**config.mk**
```make
export PLATFORM = sky130hd
export DESIGN_NAME = err_recover_seq
export DESIGN_NICKNAME = d
export VERILOG_FILES = /design/src/rtl/err_recover_seq.sv
export SDC_FILE = /design/constraint.sdc
export NUM_CORES = 1
export LEC_CHECK = 0
export ABC_AREA = 0
export CAP_MARGIN = 20
export CORE_MARGIN = 2
export CORE_UTILIZATION = 40
export CTS_CLUSTER_DIAMETER = 40
export DETAILED_ROUTE_END_ITERATION = 7
export GPL_ROUTABILITY_DRIVEN = 1
export GPL_TIMING_DRIVEN = 0
export SYNTH_ARGS = -nofsm -noshare
export SYNTH_HDL_FRONTEND = slang
export SYNTH_SLANG_ARGS = --single-unit
export TNS_END_PERCENT = 20
```
**constraint.sdc**
```tcl
create_clock -name clk -period 4.7 [get_ports clk]
set_clock_uncertainty 0.1 [all_clocks]
set_input_delay 1.175 -clock clk [delete_from_list [all_inputs] [get_ports clk]]
set_output_delay 1.175 -clock clk [all_outputs]
set_load 0.03 [all_outputs]
```
**src/rtl/err_recover_seq.sv**
```systemverilog
// Slice-serial error recovery: rebuilds sum + 2*err one SLICE per cycle,
// with valid/ready handshakes on both sides and a zero-error bypass.
module err_recover_seq #(
  parameter int WIDTH = 32,
  parameter int SLICE = 8
) (
  input  logic             clk,
  input  logic             rst,
  input  logic             in_valid,
  output logic             in_ready,
  input  logic [WIDTH-1:0] in_sum,
  input  logic [WIDTH-1:0] in_err,
  output logic             out_valid,
  input  logic             out_ready,
  output logic [WIDTH-1:0] out_prod,
  output logic             out_ovf,
  output logic             out_fast
);

  localparam int NS = WIDTH / SLICE;
  localparam int KW = (NS > 1) ? $clog2(NS) : 1;
  localparam logic [KW-1:0] K_LAST = KW'(NS - 1);

  localparam logic [1:0] IDLE = 2'd0;
  localparam logic [1:0] ADD  = 2'd1;
  localparam logic [1:0] DONE = 2'd2;

  logic [1:0]       state_reg;
  logic [WIDTH-1:0] a_reg;
  logic [WIDTH-1:0] e_reg;
  logic             emsb_reg;
  logic             c_reg;
  logic [KW-1:0]    k_reg;

  logic [SLICE:0]   slice_sum;
  logic [WIDTH-1:0] a_next;
  int               base;

  // One slice of the carry chain; a_next is the accumulator with slice k replaced.
  always_comb begin
    base      = int'(k_reg) * SLICE;
    slice_sum = {1'b0, a_reg[base +: SLICE]} + {1'b0, e_reg[base +: SLICE]}
                + {{SLICE{1'b0}}, c_reg};
    a_next    = a_reg;
    a_next[base +: SLICE] = slice_sum[SLICE-1:0];
  end

  assign in_ready = (state_reg == IDLE);

  always_ff @(posedge clk) begin
    if (rst) begin
      state_reg <= IDLE;
      a_reg     <= '0;
      e_reg     <= '0;
      emsb_reg  <= 1'b0;
      c_reg     <= 1'b0;
      k_reg     <= '0;
      out_valid <= 1'b0;
      out_prod  <= '0;
      out_ovf   <= 1'b0;
      out_fast  <= 1'b0;
    end else begin
      case (state_reg)
        IDLE: begin
          if (in_valid) begin
            a_reg    <= in_sum;
            e_reg    <= {in_err[WIDTH-2:0], 1'b0};
            emsb_reg <= in_err[WIDTH-1];
            c_reg    <= 1'b0;
            k_reg    <= '0;
            if (in_err == '0) begin
              out_prod  <= in_sum;
              out_ovf   <= 1'b0;
              out_fast  <= 1'b1;
              out_valid <= 1'b1;
              state_reg <= DONE;
            end else begin
              out_fast  <= 1'b0;
              state_reg <= ADD;
            end
          end
        end
        ADD: begin
          a_reg <= a_next;
          c_reg <= slice_sum[SLICE];
          k_reg <= k_reg + 1'b1;
          if (k_reg == K_LAST) begin
            // The shifted-out error MSB carries weight 2^WIDTH, so it only feeds overflow.
            out_prod  <= a_next;
            out_ovf   <= slice_sum[SLICE] | emsb_reg;
            out_valid <= 1'b1;
            k_reg     <= '0;
            state_reg <= DONE;
          end
        end
        DONE: begin
          if (out_ready) begin
            out_valid <= 1'b0;
            state_reg <= IDLE;
          end
        end
        default: state_reg <= IDLE;
      endcase
    end
  end

endmodule
```
==> results of run 1 <==
==> cell usage after synthesis (all sizes together), types with 9 or more instances <==
cell type  number
a221oi         16
buf            10
nor4            9
o211ai         13
clkbuf         33
nor2           67
dfxtp         104
nand3b          9
o21ai          12
ha             13
a21oi          78
inv            13
mux4           15
nand2         127
mux2i          14
==> cell type report <==
type | count | area (um^2) | share of cell area [%]
Tap cell | 172 | 215 | 3.20
Multi-Input combinational cell | 453 | 2880 | 42.8
Clock buffer | 12 | 267 | 3.96
Inverter | 14 | 52.6 | 0.781
Clock inverter | 4 | 27.5 | 0.409
Sequential cell | 104 | 2080 | 30.9
Buffer | 43 | 176 | 2.62
Timing Repair Buffer | 103 | 1030 | 15.3
==> layer usage <==
| metal | wire (um) | part of all wire [%] | global-route usage [%] |
|---|---|---|---|
| met1 | 7700 | 46 | 32.9 |
| met2 | 7470 | 45 | 36.7 |
| met3 | 938 | 5.6 | 3.39 |
| met4 | 549 | 3.3 | 11.3 |
| met5 | 0 | 0 | 0 |
==> cells by family (layout without fill, tap and decap cells) <==
family          after synthesis  count (layout)  share of synthesized area [%]
flops                       104             104                           40.1
fa+ha+maj                    15              15                           3.91
buf+inv                      57             176                           4.37
simple gates                242             242                           20.9
mux                          29              29                           9.21
xor+xnor                      2               2                          0.338
compound gates              165             165                           21.2
==> final timing paths <==
path / end
max reg2reg: a_reg[22]
max: a_reg[22]
min reg2reg: out_ovf
min: out_ovf
==> worst max-delay path: cells and delay by family (launching register included) <==
family | cells | cell delay (ns)
buf+inv | 4 | 1.24
simple gates | 2 | 0.19
compound gates | 6 | 1.44
fa+ha+maj | 2 | 0.68
flops | 1 | 0.39
==> per-stage QoR <==
| step | total power, mW | instances | setup WS (ns) | hold slack (ns) |
|---|---|---|---|---|
| after global routing | 2.45 | 905 | 0.121 | 0.372 |
| final | 2.35 | 905 | 0.527 | 0.352 |
| after global placement | 1.61 | 889 | 0.341 | 0.343 |
| after CTS | 2.36 | 905 | 0.270 | 0.356 |
| after detailed placement | 1.62 | 889 | 0.280 | 0.347 |
| after floorplan | 1.39 | 614 | 1.15 | 0.333 |
==> report_power, final <==
group,switching [mW],total [mW],internal [mW],leakage [nW]
registers,0.0512,1.01,0.954,0.852
logic,0.354,0.600,0.246,1.39
clock network,0.348,0.750,0.402,0.137
==> reports/metrics.yaml, run 1 <==
outcome:
  status: "finished clean"
synthesis:
  yosysSeqAreaShare_pct: 40.1
  ys.flop_type: "dfxtp_1"
  synth.net_count: 697
  ys_warn_count: 0
  avgSynthCellArea_um2: 8.45
  synth_edf_count: 0
  async_reset_ff_share_pct: 0
  synth_cell_types: 52
  ys_seq_elements: 104
  synthTopCellsByArea: "dfxtp_1, nand2_1, a21oi_1"
  syn-cell-area_mm2: 0.00519
  yosys.area.top_type_share_pct: 40.1
  synthCells: 614
  synth_top_cell_by_area: "dfxtp_1"
clock_tree:
  clk_pin_slew_ns: 0.07
  htreeDepth: 3
  cts_buffer_depth: 2
  clock-sinks: 104
  ctsResizeCount: 0
  numCtsBuffers: 9
  cts_hold_buf: 0
  cts_tree: "yes"
  cts_setup_buffers: 0
  cts_root_buffer: "clkbuf_16"
  clkLatencyLatePin_ns: 0.36
placed_design:
  numPortBuffers: 103
  dpl.hpwl_um: 12500
  gp_routability_congestion: 0.926
  dpl_cell_area_mm2: 0.00643
setup_path:
  start_kind: "register"
  arrival_ns: 4.29
  slowest_stage: "clkbuf_1"
  critPathLaunch: "k_reg[1]"
  required_ns: 4.82
  rr_worst_depth: 14
  crit_chain: "clkbuf_2 -> clkbuf_1 -> inv_1 -> nand3_1 -> o21ai_0 -> fa_1 -> inv_1 -> fa_1 -> nor2b_4 -> o31ai_4 -> a21oi_2 -> a211oi_2 -> a221oi_2 -> a2111oi_0"
  rr_startpoint: "k_reg[1]"
  path_class: "register to register"
  cp_max_fo: 10
  r2r_slack_ns: 0.53
  cp-end-kind: "register"
  slowest_delay_ns: 0.55
cells_and_area:
  final_cell_mix: "nand2_1, dfxtp_1, clkdlybuf4s50_1"
  layout_commonest_cell: "nand2_1"
  syn2layout_area_growth_pct: 29.7
  finalInstanceArea_mm2: 0.00673
  fin_nets: 811
  fillers: 1245
  diodes: 0
  layout-drive-gt1-share_pct: 7.91
  final_util_pct: 53.3
power:
  ir_drop_mv: 0.178
  p_per_area_mw_per_mm2: 350
  p_leak_nw: 2.38
global_route:
  grt_pass1_vias: 4802
  grt-ovfl-total: 0
  grt_use_total_pct: 23.8
  grt_pass1_wl_um: 25800
  antenna_found_initial: 0
  grt_max_degree: 17
timing:
  final_max_slew_viol_count: 0
  finalSetupViolCount: 0
  fmax_ghz: 0.240
  fin_crit_ns: 4.17
  slew_headroom_pct: 48.7
  worstMarginPinSlew_ns: 0.765
  period_share_pct: 88.8
  tns_ns: 0
  hold_violations: 0
  rsz0062_at_grt: "false"
routing:
  totalWireLength_um: 16700
  drt_iter0_drc: 362
  drt_first_pass_iters: 5
  wire_per_inst_um: 18.4
  ant_nets: 0
  drc: 0
  vias: 5019
  drt-vias-per-instance: 5.55
floorplanning:
  rows: 41
  start_util_pct: 41.1
  die_w_um: 118
  core-area_mm2: 0.0126
  ios: 104
  die_h_um: 118
  dieArea_mm2: 0.0139
hold_path:
  hp-start: "out_ovf"
  min_path_cells: 2
  hold_class: "register to register"
job:
  cap_violations: 0
Power figures use the tool's default switching activity.
==> inputs of run 2 (changes only) <==
--- a/config.mk
+++ b/config.mk
@@ -11,3 +11,3 @@
 export CORE_UTILIZATION = 40
-export CTS_CLUSTER_DIAMETER = 40
+export CTS_CLUSTER_DIAMETER = 30
 export DETAILED_ROUTE_END_ITERATION = 7
==> constraint.sdc (replaced) <==
create_clock -name clk -period 4.7 [get_ports clk]
set_clock_uncertainty 0.1 [all_clocks]
set_input_delay 0.47 -clock clk [delete_from_list [all_inputs] [get_ports clk]]
set_output_delay 0.47 -clock clk [all_outputs]
set_load 0.03 [all_outputs]
==> results of run 2 <==
The final DEF is identical to that of run 1; final timing and power are the same.
